$ cat config.mk
export PLATFORM = sky130hd
export DESIGN_NAME = ccff_chain_loader
export DESIGN_NICKNAME = d
export VERILOG_FILES = /design/src/rtl/ccff_pkg.sv /design/src/rtl/ccff_piso.sv /design/src/rtl/ccff_chain_loader.sv
export SDC_FILE = /design/constraint.sdc
export NUM_CORES = 1
export LEC_CHECK = 0
export CAP_MARGIN = 0
export CORE_MARGIN = 4
export CORE_UTILIZATION = 61
export DETAILED_ROUTE_END_ITERATION = 10
export PLACE_DENSITY = 0.93
export SLEW_MARGIN = 5
export SYNTH_ARGS = -nofsm -noshare
export SYNTH_HDL_FRONTEND = slang
export SYNTH_SLANG_ARGS = --single-unit
$ cat constraint.sdc
create_clock -name prog_clk -period 6.4 [get_ports prog_clk]
set_clock_uncertainty 0.2 [all_clocks]
set_input_delay 1.28 -clock prog_clk [delete_from_list [all_inputs] [get_ports prog_clk]]
set_output_delay 1.28 -clock prog_clk [all_outputs]
set_load 0.01 [all_outputs]
$ cat src/rtl/ccff_pkg.sv
// Shared types and constants for the ccff configuration-chain loader.
package ccff_pkg;

    // Loader sequencing states.
    typedef enum logic [1:0] {
        IDLE   = 2'd0,
        FETCH  = 2'd1,
        SHIFT  = 2'd2,
        FINISH = 2'd3
    } ccff_ld_state_t;

    // Flip-flop count of the connection-block / IO-tile chain.
    localparam int unsigned CCFF_CHAIN_LEN_CBX = 30;

endpackage

$ cat src/rtl/ccff_piso.sv
// Parallel-in / serial-out word register; LSB leaves first, tracks bits left in the word.
module ccff_piso #(
    parameter int unsigned DATA_W = 8,
    parameter int unsigned REM_W  = $clog2(DATA_W + 1)
) (
    input  logic              prog_clk,
    input  logic              prog_rst_n,
    input  logic              load_i,
    input  logic [DATA_W-1:0] data_i,
    input  logic [REM_W-1:0]  rem_i,
    input  logic              shift_i,
    output logic              bit_o,
    output logic [REM_W-1:0]  rem_o
);

    logic [DATA_W-1:0] sr_q, sr_d;
    logic [REM_W-1:0]  rem_q, rem_d;

    // Load wins over shift so a prefetched word replaces the word whose last bit is leaving.
    always_comb begin
        sr_d  = sr_q;
        rem_d = rem_q;
        if (load_i) begin
            sr_d  = data_i;
            rem_d = rem_i;
        end else if (shift_i) begin
            sr_d = sr_q >> 1;
            if (rem_q != '0) begin
                rem_d = rem_q - REM_W'(1);
            end
        end
    end

    // Word and remaining-count registers.
    always_ff @(posedge prog_clk) begin
        if (!prog_rst_n) begin
            sr_q  <= '0;
            rem_q <= '0;
        end else begin
            sr_q  <= sr_d;
            rem_q <= rem_d;
        end
    end

    assign bit_o = sr_q[0];
    assign rem_o = rem_q;

endmodule

$ cat src/rtl/ccff_chain_loader.sv
// Serialises bitstream words onto the ccff chain head, gating the chain clock on word starvation.
module ccff_chain_loader
    import ccff_pkg::*;
#(
    parameter int unsigned CHAIN_LEN = CCFF_CHAIN_LEN_CBX,
    parameter int unsigned DATA_W    = 8,
    parameter int unsigned CNT_W     = 16
) (
    input  logic              prog_clk,
    input  logic              prog_rst_n,
    input  logic              start,
    input  logic [DATA_W-1:0] cfg_data,
    input  logic              cfg_valid,
    output logic              cfg_ready,
    output logic              ccff_head,
    output logic              ccff_clk_en,
    input  logic              ccff_tail,
    output logic              busy,
    output logic              done,
    output logic [CNT_W-1:0]  tail_ones
);

    localparam int unsigned REM_W = $clog2(DATA_W + 1);

    ccff_ld_state_t   state_q, state_d;
    logic [CNT_W-1:0] bits_sent_q, bits_sent_d;
    logic [CNT_W-1:0] tail_ones_q, tail_ones_d;
    logic             cfg_ready_q, cfg_ready_d;
    logic             head_q, head_d;
    logic             clk_en_q, clk_en_d;
    logic             busy_q, busy_d;
    logic             done_q, done_d;

    logic             accept;
    logic             piso_load;
    logic             piso_shift;
    logic             piso_bit;
    logic [REM_W-1:0] piso_rem;
    logic [REM_W-1:0] load_rem;
    logic [REM_W-1:0] rem_next;
    logic [CNT_W-1:0] bits_left;

    assign accept = cfg_valid & cfg_ready_q;

    ccff_piso #(
        .DATA_W (DATA_W),
        .REM_W  (REM_W)
    ) u_piso (
        .prog_clk   (prog_clk),
        .prog_rst_n (prog_rst_n),
        .load_i     (piso_load),
        .data_i     (cfg_data),
        .rem_i      (load_rem),
        .shift_i    (piso_shift),
        .bit_o      (piso_bit),
        .rem_o      (piso_rem)
    );

    // Next-state, chain controls, tail counting and look-ahead ready.
    always_comb begin
        state_d     = state_q;
        bits_sent_d = bits_sent_q;
        tail_ones_d = tail_ones_q;
        head_d      = head_q;
        clk_en_d    = 1'b0;
        busy_d      = busy_q;
        done_d      = 1'b0;
        cfg_ready_d = 1'b0;
        piso_load   = 1'b0;
        piso_shift  = 1'b0;
        bits_left   = '0;
        load_rem    = '0;
        rem_next    = '0;

        // The chain shifts on this edge, so ccff_tail still shows the bit being pushed out.
        if (clk_en_q && ccff_tail && (tail_ones_q != {CNT_W{1'b1}})) begin
            tail_ones_d = tail_ones_q + CNT_W'(1);
        end

        case (state_q)
            IDLE: begin
                if (start) begin
                    bits_sent_d = '0;
                    tail_ones_d = '0;
                    busy_d      = 1'b1;
                    state_d     = FETCH;
                end
            end
            FETCH: begin
                if (accept) begin
                    piso_load = 1'b1;
                    state_d   = SHIFT;
                end
            end
            SHIFT: begin
                piso_shift  = 1'b1;
                head_d      = piso_bit;
                clk_en_d    = 1'b1;
                bits_sent_d = bits_sent_q + CNT_W'(1);
                if (bits_sent_d >= CNT_W'(CHAIN_LEN)) begin
                    state_d = FINISH;
                end else if (piso_rem == REM_W'(1)) begin
                    // Prefetched word streams without a bubble; otherwise stall in FETCH.
                    if (accept) begin
                        piso_load = 1'b1;
                    end else begin
                        state_d = FETCH;
                    end
                end
            end
            FINISH: begin
                head_d  = 1'b0;
                done_d  = 1'b1;
                busy_d  = 1'b0;
                state_d = IDLE;
            end
            default: begin
                state_d = IDLE;
            end
        endcase

        // A word carries at most the bits the chain still needs; surplus upper bits are dropped.
        bits_left = CNT_W'(CHAIN_LEN) - bits_sent_d;
        if (bits_left < CNT_W'(DATA_W)) begin
            load_rem = REM_W'(bits_left);
        end else begin
            load_rem = REM_W'(DATA_W);
        end

        if (piso_load) begin
            rem_next = load_rem;
        end else if (piso_shift && (piso_rem != '0)) begin
            rem_next = piso_rem - REM_W'(1);
        end else begin
            rem_next = piso_rem;
        end

        // Ready is registered, so it is decided one cycle ahead from the next state.
        if (state_d == FETCH) begin
            cfg_ready_d = 1'b1;
        end else if ((state_d == SHIFT) && (rem_next == REM_W'(1)) &&
                     ((bits_sent_d + CNT_W'(1)) < CNT_W'(CHAIN_LEN))) begin
            cfg_ready_d = 1'b1;
        end
    end

    // State and registered outputs.
    always_ff @(posedge prog_clk) begin
        if (!prog_rst_n) begin
            state_q     <= IDLE;
            bits_sent_q <= '0;
            tail_ones_q <= '0;
            cfg_ready_q <= 1'b0;
            head_q      <= 1'b0;
            clk_en_q    <= 1'b0;
            busy_q      <= 1'b0;
            done_q      <= 1'b0;
        end else begin
            state_q     <= state_d;
            bits_sent_q <= bits_sent_d;
            tail_ones_q <= tail_ones_d;
            cfg_ready_q <= cfg_ready_d;
            head_q      <= head_d;
            clk_en_q    <= clk_en_d;
            busy_q      <= busy_d;
            done_q      <= done_d;
        end
    end

    assign cfg_ready   = cfg_ready_q;
    assign ccff_head   = head_q;
    assign ccff_clk_en = clk_en_q;
    assign busy        = busy_q;
    assign done        = done_q;
    assign tail_ones   = tail_ones_q;

endmodule

# [After elaboration in Yosys (flattened, before gate mapping)]
# Cells that the tools add are included.
[word_totals] reg_bits=51 out_inout_bits=21
[classes] reduce_logical=13 n_eq_ne=9 bitwise_logic=1 n_addsub=5 order_cmp=3 mux=30
[op_table] op="2-to-1 mux 16 bit" count=4
[op_table] op="adder 16 x 1 -> 16 bit, second input constant" count=3
[op_table] op="one-hot mux 16 bit (2 select lines)" count=1
[op_table] op="2-to-1 mux 4 bit" count=6
[op_table] op=">= comparator 16 x 5 -> 1 bit, second input constant" count=1
[op_table] op="< comparator 16 x 4 -> 1 bit, second input constant" count=1
[op_table] op="< comparator 16 x 5 -> 1 bit, second input constant" count=1
[op_table] op="2-to-1 mux 8 bit" count=2
[op_table] op="!= test 16 bit, second input constant" count=1
[op_table] op="subtractor 5 x 16 -> 16 bit, first input constant" count=1
[op_table] op="2-to-1 mux 2 bit" count=5
[op_table] op="== test 4 x 1 -> 1 bit, second input constant" count=2
[op_table] op="2-to-1 mux 1 bit" count=8
[op_table] op="one-hot mux 2 bit (4 select lines)" count=1
[op_table] op="nonzero test 2 bit" count=4
[op_table] op="== test 2 bit, second input constant" count=3
[op_table] op="one-hot mux 1 bit (2 select lines)" count=3
[op_table] op="logical AND 1 bit" count=5
[op_table] op="== test 2 x 1 -> 1 bit, second input constant" count=2
[op_table] op="AND reduction 2 bit" count=2
[op_table] op="nonzero test 4 bit" count=1
[op_table] op="subtractor 4 x 1 -> 4 bit, second input constant" count=1
[op_table] op="zero test 2 bit" count=1
[op_table] op="!= test 2 bit, second input constant" count=1
[op_table] op="AND 1 bit" count=1

# [Depth between registers and ports, before layout]
# Gate-level depths: netlist (run 1).
[depth] ltp_word=11 depth_mapped=16 mapped_depth_nobuf=14

# [Cells and area by module]
# Synthesis (run 1) repeated with hierarchy kept, for this count alone.
[unflattened] cells_unflattened=470 hier_area_um2=3754.9
[by_module_without_submodules] mod="ccff_chain_loader" cells_each=398 area_each_um2=3104.2 seq_area_each_um2=780.7 instances=1
[by_module_without_submodules] mod="ccff_piso" cells_each=72 area_each_um2=650.6 seq_area_each_um2=240.2 instances=1

# [Least setup slack after synthesis (run 1)]
# OpenSTA, ideal clock, no wires.
[synth_path] path_type="in2reg" from="input start" to="register u_piso.rem_q[1] (netlist: u_piso.rem_o[1])" t_required_ns=6.142 path_slack_ns=2.730 setup_ns=0.058 arrival_time_ns=3.412 path_buffers=0 stages=9 cell_sequence="mux2i_2 and2_1 a211o_1 or3_4 nor4b_1 xnor2_1 o2111ai_2 nor4b_2 o21a_1"
[synth_via] elab_chain_len=6
[synth_lines] item="start, declared" line="ccff_chain_loader.sv:11" rtl="input logic start,"
[synth_lines] item="2-to-1 mux 16 bit *" line="ccff_chain_loader.sv:82" rtl="if (start) begin"
[synth_lines] item="one-hot mux 16 bit (2 select lines) *" line="ccff_chain_loader.sv:80" rtl="case (state_q)"
[synth_lines] item="subtractor 5 x 16 -> 16 bit *" line="ccff_chain_loader.sv:123" rtl="bits_left = CNT_W'(CHAIN_LEN) - bits_sent_d;"
[synth_lines] item="< comparator 16 x 4 -> 1 bit" line="ccff_chain_loader.sv:124" rtl="if (bits_left < CNT_W'(DATA_W)) begin"
[synth_lines] item="2-to-1 mux 4 bit *" line="ccff_chain_loader.sv:124"
[synth_lines] item="2-to-1 mux 4 bit *" line="ccff_piso.sv:23" rtl="if (load_i) begin"
[synth_lines] item="end signal, assigned" line="ccff_piso.sv:41" rtl="rem_q <= rem_d;"
[synth_lines] item="end, declared" line="ccff_piso.sv:17" rtl="logic [REM_W-1:0] rem_q, rem_d;"
# Mark *: on every way between the ends. The rest lies on a longest branch, timed or not.
# A chain may end at the register's enable or synchronous reset.

# [Final worst setup path (run 1)]
[layout_path] from="input start" to="register cfg_ready_q (netlist: cfg_ready)"
[layout_via] elab_chain_len=11
[layout_lines] item="2-to-1 mux 16 bit" line="ccff_chain_loader.sv:82"
[layout_lines] item="one-hot mux 16 bit (2 select lines)" line="ccff_chain_loader.sv:80"
[layout_lines] item="subtractor 5 x 16 -> 16 bit" line="ccff_chain_loader.sv:123"
[layout_lines] item="< comparator 16 x 4 -> 1 bit" line="ccff_chain_loader.sv:124"
[layout_lines] item="2-to-1 mux 4 bit" line="ccff_chain_loader.sv:124"
[layout_lines] item="2-to-1 mux 4 bit" line="ccff_chain_loader.sv:130" rtl="if (piso_load) begin"
[layout_lines] item="== test 4 x 1 -> 1 bit" line="ccff_chain_loader.sv:141" rtl="end else if ((state_d == SHIFT) && (rem_next == REM_W'(1)) &&"
[layout_lines] item="logical AND 1 bit (2 in a row)" line="ccff_chain_loader.sv:141"
[layout_lines] item="2-to-1 mux 1 bit" line="ccff_chain_loader.sv:141"
[layout_lines] item="2-to-1 mux 1 bit *" line="ccff_chain_loader.sv:139" rtl="if (state_d == FETCH) begin"
[layout_lines] item="end signal, assigned" line="ccff_chain_loader.sv:162" rtl="cfg_ready_q <= cfg_ready_d;"
[layout_lines] item="end, declared" line="ccff_chain_loader.sv:28" rtl="logic cfg_ready_q, cfg_ready_d;"
# Marks and branches as above.

==> qor.txt, run 1 <==
ordered cell list for the critical path: clkdlybuf4s50_1 > mux2i_2 > a22oi_1 > a211oi_2 > nand3_1 > xnor2_1 > nor3_1 > o22a_1 > a41o_1
I/O Pins: 34
top post-synthesis cells by area: dfxtp_1, nor2_1, nand2_1
crit path DAT: 4.42 ns
Mapped Cells: 497
vias in the first global route: 3464
slew margin rel.: 42.6%
die area: 7640 sq um
total core area: 6030 sq um
die height: 87.4 um
Async SR Flop Fraction: 0%
number of remaining DRC errors: 0
commonest non-fill, non-tap cell in the layout: nor2_1
Post-synth EDFFs: 0
Pins Over Slew Limit: 0
post-route cell area: 4260 sq um
Setup Viol. Count Final: 0
pin count of the biggest net entering global routing: 43
via count: 3789
Critical Path Max Stage Delay: 0.65 ns
first-pass GRT wire length: 16200 um
Post-CTS Setup Inserts: 0
initial antenna violation count: 0
# rows: 28
GR Overflow Total: 0
Final HPWL DP: 7050 um
Fin. Hold Viols: 0
Crit-path slowest cell: a211oi_2
Nets: 538
clk_lat worst skew: 0.31 ns
FF+latch count, synth: 51
Post-CTS Hold Fix Bufs: 0
CTS tree: yes
RSZ-0062 raised after global routing: false
PD cells: 139 nW/um^2
Max IR drop VDD: 129 uV
top cell type's share of synthesized area: 26.6%
vias per cell: 6.44
Die W: 87.4 um
Worst setup SP type: input port
kind of end point of the critical path: flip-flop
Post-Syn Nets: 522
Lkg Pwr: 1.54 nW
commonest non-fill, non-tap cells in the layout: nor2_1, dfxtp_1, nand2_1
fillers: 468
Max Buffers Root-to-Sink: 2
Main synth FF type: dfxtp_1
clock root buffer master: clkbuf_8
DRT Wirelength: 9710 um
CTS resizes: 0
average wire per standard cell: 16.5 um
initial core utilization: 63.8%
critical path peak fanout: 16
Layout area overhead: 10.8%
drt pass-1 iters: 6
critical path type: in2reg
Hold Crit Class: reg2reg
Worst Path Required: 6.41 ns
CTS HTree Levels: 2
final RePlAce weighted congestion: 0.946
f_max: 227 MHz
leading area contributor after synthesis: dfxtp_1
Antenna Nets Post-Route: 0
Num CTS Buffers: 5
GR Util All Layers: 26.1%
synthesized area: 3840 sq um
Slew @ Worst Pin: 0.853 ns
layout cells sized above 1: 5.65%
Design Power: 0.591 mW
Synth Warn #: 0
Synth cell types: 74
Post-DP Area: 4150 sq um
status: finished clean
1st-iter DRT viols: 409
max-cap viol count: 0
Ant. Diodes: 0
fin crit share: 68.9%
I/O Buffers: 33
register area share after synthesis: 26.6%
Post-Synthesis Mean Instance Area: 7.74 sq um
Clock transition at path regs: 0.10 ns
Setup TNS Final: 0 ns
sinks on the clock net: 51
Final Critical Period: 4.41 ns
cells in the mapped netlist, drive strengths merged, types with 3 or more instances:
master	instances
o21a	5
nand2	50
buf	19
xor2	12
nor4	11
nor2	57
dfxtp	51
nand2b	9
a22o	4
nor4b	6
clkbuf	8
o211ai	3
o21ai	12
inv	13
a31oi	9
a311oi	4
and2	25
nand3b	3
nand4	7
ha	12
a21o	3
a21oi	28
and4	3
nor2b	17
nand3	15
nor3b	4
or4	3
a211oi	5
mux2i	13
and3	15
o22ai	6
nor3	15
xnor2	16
logic make-up (layout without fill, tap and decap cells):
group	after synthesis	count (layout)	share of synthesized area (%)
flops	51	51	26.6
xor+xnor	28	28	6.38
fa+ha+maj	12	12	3.90
buf+inv	40	56	4.88
simple gates	246	246	35.1
compound gates	105	105	19.1
mux	15	15	4.07
flip-flops by register name (all words and copies together), names as in the netlist:
register	flops
bits_sent_q	16
tail_ones	16
u_piso.sr_q	8
u_piso.rem_o	4
state_q	2
busy	1
ccff_clk_en	1
ccff_head	1
cfg_ready	1
done	1
per-stage QoR:
step           std cells  hold slack, ns  worst slack, ns  util (%)
2_1_floorplan        497           0.254             2.73         -
3_3_place_gp         581           0.271             1.90      68.9
3_5_place_dp         581           0.278             1.75      68.9
4_1_cts              588           0.292             2.05      70.7
5_1_grt              588           0.335             1.79      70.7
6_report             588           0.298             1.99      70.7
worst paths after layout:
check / to / cells after the start / slack [ns] / from
min reg2reg: u_piso.sr_q[7] / 2 / 0.30 / u_piso.sr_q[7]
max reg2reg: u_piso.rem_o[1] / 10 / 2.49 / bits_sent_q[0]
min: u_piso.sr_q[7] / 2 / 0.30 / u_piso.sr_q[7]
max: cfg_ready / 9 / 1.99 / start
layer usage:
layer | track usage [%] | share of wire [%]
met5 | 0 | 0
met4 | 8.79 | 3.1
met3 | 3.41 | 6.8
met2 | 43.4 | 48
met1 | 34.6 | 42
critical path: cells and delay by family:
kind / cells / cell delay (ns)
and+or+nand+nor: 2 / 0.35
muxes: 1 / 0.64
xor gates and xnor gates: 1 / 0.22
AOI/OAI and AO/OA: 4 / 1.44
buffers and inverters: 1 / 0.48
area by class of cell:
type                            instances  area [sq um]  share of cell area, %
Clock buffer                            5          68.8                   1.62
Multi-Input combinational cell        406          2640                   61.9
Inverter                               13          48.8                   1.15
Sequential cell                        51          1020                   24.0
Clock inverter                          2          37.5                  0.881
Timing Repair Buffer                   36           353                   8.28
Tap cell                               75          93.8                   2.20
report_power, final:
part	total, mW	internal [mW]	switching (mW)	leakage, nW
clock network	0.222	0.114	0.108	0.0502
logic	0.0461	0.0204	0.0257	1.08
registers	0.323	0.320	0.00316	0.411
total	0.591	0.455	0.136	1.54
Note: power is estimated with default switching activity, not from simulation.
==> run 2: changes to the inputs <==
- CORE_UTILIZATION: 61 -> 53
- PLACE_DENSITY: 0.93 -> 0.86
- clock period: 6.4 -> 3.75 ns (I/O delays scaled with it)
==> qor.txt, run 2 (synthesized netlist as in run 1, its figures left out) <==
CTS HTree Levels: 2 (unchanged)
Clock transition at path regs: 0.10 ns (about the same)
sinks on the clock net: 51 (unchanged)
vias in the first global route: 3538 (+2.1%)
Pins Over Slew Limit: 0 (unchanged)
number of remaining DRC errors: 0 (unchanged)
Seq pwr share: 56.4% (+1.7 points)
ordered cell list for the critical path: clkdlybuf4s50_1 > mux2i_2 > buf_4 > nand2_1 > o21a_1 > inv_1 > ha_1 > nand2_1 > nor3b_2 > and3_1 > o22ai_1 > nor4b_1 > a41o_1
Final Critical Period: 3.48 ns
CTS tree: yes
worst path bufs/invs: 3 (+2)
f_max: 287 MHz
clock power share: 34.9% (-2.6 points)
most used cell along the critical path: nand2_1
Worst setup SP type: input port
average wire per standard cell: 16.5 um (+0.17%)
# rows: 30 (+7.1%)
Setup TNS Final: 0 ns (unchanged)
RSZ-0062 raised after global routing: false
Internal: 0.736 mW (+62%)
pre-CTS setup slack: 0.00497 ns (-1.74 ns)
clk_lat worst skew: 0.30 ns (about the same)
die area: 8680 sq um (+14%)
drt pass-1 iters: 6 (unchanged)
Num CTS Buffers: 5 (unchanged)
slew margin rel.: 63.4% (+21 points)
I/O Pins: 34 (unchanged)
Max Buffers Root-to-Sink: 2 (unchanged)
Reg area: 1020 sq um (+0.12%)
Crit-path slowest cell: clkdlybuf4s50_1
initial antenna violation count: 0 (unchanged)
Hold Crit Class: reg2reg
Max IR drop VDD: 165 uV (+28%)
final RePlAce weighted congestion: 0.980 (+3.6%)
total core area: 6910 sq um (+15%)
Layout area overhead: 16.1%
vias per cell: 6.16 (-4.5%)
setup ws final: 0.268 ns (-1.72 ns)
Fin. Hold Viols: 0 (unchanged)
commonest non-fill, non-tap cells in the layout: nor2_1, nand2_1, dfxtp_1
commonest non-fill, non-tap cell in the layout: nor2_1
area of the multi-input gates: 2660 sq um (+1.0%)
Ant. Diodes: 0 (unchanged)
kind of end point of the critical path: flip-flop
initial core utilization: 55.7% (-8.1 points)
Critical Path Max Stage Delay: 0.47 ns (-0.18 ns)
pin count of the biggest net entering global routing: 23 (-47%)
switching share of power: 24.9% (+1.8 points)
PD cells: 219 nW/um^2 (+58%)
NetSw: 0.244 mW (+79%)
crit path DAT: 3.54 ns (-0.88 ns)
first-pass GRT wire length: 16900 um (+4.7%)
GR Util All Layers: 23.8% (-2.3 points)
GR Overflow Total: 0 (unchanged)
critical path peak fanout: 15 (-1)
Worst Path Required: 3.80 ns (-2.61 ns)
Crit path max-delay family: simple AND/OR/NAND/NOR gates
Post-CTS Setup Inserts: 0 (unchanged)
Die W: 93.2 um (+6.6%)
max-cap viol count: 0 (unchanged)
Lkg Pwr: 1.64 nW (+6.4%)
status: finished clean
layout cells sized above 1: 10.3% (+4.6 points)
critical path type: in2reg
I/O Buffers: 33 (unchanged)
Setup Viol. Count Final: 0 (unchanged)
Slew @ Worst Pin: 0.548 ns (-0.306 ns)
Nets: 559 (+3.9%)
Comb pwr share: 8.7% (+0.9 points)
clock root buffer master: clkbuf_8
Antenna Nets Post-Route: 0 (unchanged)
die height: 93.2 um (+6.6%)
1st-iter DRT viols: 415 (+1.5%)
fillers: 575 (+23%)
Final HPWL DP: 7640 um (+8.4%)
via count: 3885 (+2.5%)
DRT Wirelength: 10400 um (+7.5%)
fin crit share: 92.8%
[run 2: cell types whose count changed in the layout (fill, tap and decap cells not counted), sizes merged]
cell,previous run,this run
bufinv,1,0
buf,3,24
clkbuf,5,6
clkinv,0,1
[run 2: worst paths after layout]
check	endpoint	slack [ns]	cells after the start	from
max	cfg_ready	0.27	13	start
min	u_piso.sr_q[7]	0.30	2	u_piso.sr_q[7]
max reg2reg	cfg_ready	0.27	9	bits_sent_q[2]
min reg2reg	u_piso.sr_q[7]	0.30	2	u_piso.sr_q[7]
[run 2: metrics by stage]
stage | instances | instance area [sq um] | hold slack, ns | power [mW] | utilization [%]
2_1_floorplan | 497 | 3840 | 0.254 | 0.610 | -
5_1_grt | 631 | 4460 | 0.321 | 1.02 | 64.6
3_5_place_dp | 623 | 4340 | 0.288 | 0.646 | 62.8
6_report | 631 | 4460 | 0.303 | 0.980 | 64.6
3_3_place_gp | 623 | 4340 | 0.281 | 0.644 | 62.8
4_1_cts | 631 | 4440 | 0.304 | 0.980 | 64.2
[run 2: cell type report]
type	count	share of cell area, %
clock inverter	2	0.364
multi-input combinational	406	59.7
inverter	13	1.09
sequential	51	22.9
timing repair buffer	57	11.4
clock buffer	6	1.85
tap	96	2.69
[run 2: repair_timing]
action,CTS,global route
gates resized for setup,0,6
hold buffers,0,0
setup endpoints to repair,0,5
[run 2: worst min-delay path, stage by stage, from the launching register on]
cell and delay [ns]:
dfxtp_1 0.33, nand3_1 0.06, a21boi_0 0.07
[run 2: per-layer routing]
layer	vias up	part of all wire (%)	track usage, %
li1	1865	-	-
met1	1810	42	31.1
met2	176	48	38.9
met3	34	7.3	5.39
met4	0	2.8	7.33
met5	-	0	0
[run 2: power groups by stage]
stage / clock [mW] / combinational [mW] / sequential [mW]
4_1_cts: 0.346 / 0.0819 / 0.552
3_3_place_gp: 0 / 0.0800 / 0.564
5_1_grt: 0.370 / 0.0925 / 0.553
6_report: 0.342 / 0.0852 / 0.553
3_5_place_dp: 0 / 0.0814 / 0.565
2_1_floorplan: 0 / 0.0459 / 0.564
==> run 3: changes to the inputs <==
- CORE_UTILIZATION: 53 -> 59
- PLACE_DENSITY: 0.86 -> 0.9
- clock period: 3.75 -> 3.9 ns (I/O delays scaled with it)
==> qor.txt, run 3 (synthesized netlist as in run 1, its figures left out) <==
CTS HTree Levels: 2 (unchanged)
via count: 3882 (-0.077%)
Inst Count DP: 600 (-3.7%)
DRT Wirelength: 10400 um (-0.23%)
sinks on the clock net: 51 (unchanged)
max-cap viol count: 0 (unchanged)
crit path DAT: 3.72 ns (+0.18 ns)
commonest non-fill, non-tap cell in the layout: nor2_1
first-pass GRT wire length: 16900 um (about the same)
Die W: 88.7 um (-4.8%)
Setup TNS Final: 0 ns (unchanged)
critical path type: reg2reg
total core area: 6350 sq um (-8.1%)
final non-filler cell total: 608 (-3.6%)
die height: 88.7 um (-4.8%)
Pins Over Slew Limit: 0 (unchanged)
fillers: 474 (-18%)
kind of end point of the critical path: flip-flop
clock root buffer master: clkbuf_8
Worst setup SP type: flip-flop
Worst Path Required: 3.96 ns (+0.16 ns)
Post-CTS Hold Fix Bufs: 0 (unchanged)
Ant. Diodes: 0 (unchanged)
clk_lat worst skew: 0.32 ns (+0.02 ns)
Post-CTS Setup Inserts: 0 (unchanged)
Fin. Hold Viols: 0 (unchanged)
vias per cell: 6.38 (+3.7%)
Reg area: 1020 sq um (-0.12%)
vias in the first global route: 3653 (+3.3%)
initial antenna violation count: 0 (unchanged)
drt pass-1 iters: 5 (-1)
Lkg Pwr: 1.63 nW (-0.70%)
I/O Buffers: 33 (unchanged)
Nets: 555 (-0.72%)
final RePlAce weighted congestion: 0.958 (-2.3%)
Core Util, Final: 69.3% (+4.7 points)
commonest non-fill, non-tap cells in the layout: nor2_1, dfxtp_1, nand2_1
Final HPWL DP: 7650 um (+0.18%)
1st-iter DRT viols: 383 (-7.7%)
critical path peak fanout: 12 (-3)
Layout area overhead: 14.4%
GR Util All Layers: 26.8% (+3.0 points)
Slew @ Worst Pin: 0.608 ns (+0.0606 ns)
Max IR drop VDD: 203 uV (+23%)
RSZ-0062 raised after global routing: false
Post-DP Area: 4280 sq um (-1.2%)
Design Power: 0.990 mW (+1.0%)
Num CTS Buffers: 5 (unchanged)
CTS tree: yes
layout cells sized above 1: 9.23% (-1.1 points)
area of the multi-input gates: 2640 sq um (-0.85%)
post-route cell area: 4400 sq um (-1.4%)
GR Overflow Total: 0 (unchanged)
pin count of the biggest net entering global routing: 21 (-8.7%)
# rows: 29 (-3.3%)
Max Buffers Root-to-Sink: 2 (unchanged)
Antenna Nets Post-Route: 0 (unchanged)
PD cells: 225 nW/um^2 (+2.5%)
f_max: 273 MHz
die area: 7870 sq um (-9.3%)
initial core utilization: 60.6% (+4.9 points)
I/O Pins: 34 (unchanged)
average wire per standard cell: 17.1 um (+3.5%)
fin crit share: 93.8%
number of remaining DRC errors: 0 (unchanged)
Clock transition at path regs: 0.10 ns (about the same)
Hold Crit Class: reg2reg
Setup Viol. Count Final: 0 (unchanged)
Final Critical Period: 3.66 ns
status: finished clean
slew margin rel.: 59.2% (-4.2 points)
## run 3: worst paths after layout
check | start | to | slack (ns) | depth (start not counted)
setup / recovery | bits_sent_q[1] | cfg_ready | 0.24 | 10
hold / removal | u_piso.sr_q[7] | u_piso.sr_q[7] | 0.31 | 2
setup reg to reg | bits_sent_q[1] | cfg_ready | 0.24 | 10
hold reg to reg | u_piso.sr_q[7] | u_piso.sr_q[7] | 0.31 | 2
## run 3: cell type report
type,count,share of cell area (%)
multi-input cells,406,60.0
clock buffers,5,1.56
clock inverters,3,0.995
flip-flops and latches,51,23.2
well taps,77,2.19
inverters,13,1.11
repair buffers,53,10.9
## run 3: repair_timing
item                                    4_1_cts  5_1_grt
endpoints found under the setup margin        0        1
gates resized for setup                       0        2
hold endpoints to repair                      0        0
## run 3: stage by stage
| step | worst slack (ns) | hold WS (ns) |
|---|---|---|
| 3_3_place_gp | 0.0997 | 0.276 |
| 3_5_place_dp | 0.0798 | 0.277 |
| 4_1_cts | 0.194 | 0.299 |
| 5_1_grt | 0.0772 | 0.333 |
| 2_1_floorplan | 0.631 | 0.254 |
| 6_report | 0.240 | 0.309 |
## run 3: worst max-delay path, cell delays in order, from the launching register on
cell	delay [ns]
dfxtp_1	0.52
ha_2	0.41
xor2_1	0.20
a2111oi_2	0.36
o32a_1	0.33
or4b_1	0.48
o21ai_1	0.28
buf_4	0.20
o22ai_1	0.10
nor4b_1	0.31
a41o_1	0.20
## run 3: per-layer routing
metal	GRT usage, %	vias to the layer above	wire length (um)
met5	0	-	0
met4	11.7	0	367
li1	-	1857	-
met1	33.0	1819	4380
met2	45.7	166	5040
met3	4.75	40	623
## run 3: where the power goes
group	leakage, nW	total [mW]	switching, mW	internal, mW
registers	0.411	0.531	0.00514	0.525
logic	1.16	0.0791	0.0438	0.0353
clock network	0.0581	0.381	0.189	0.191
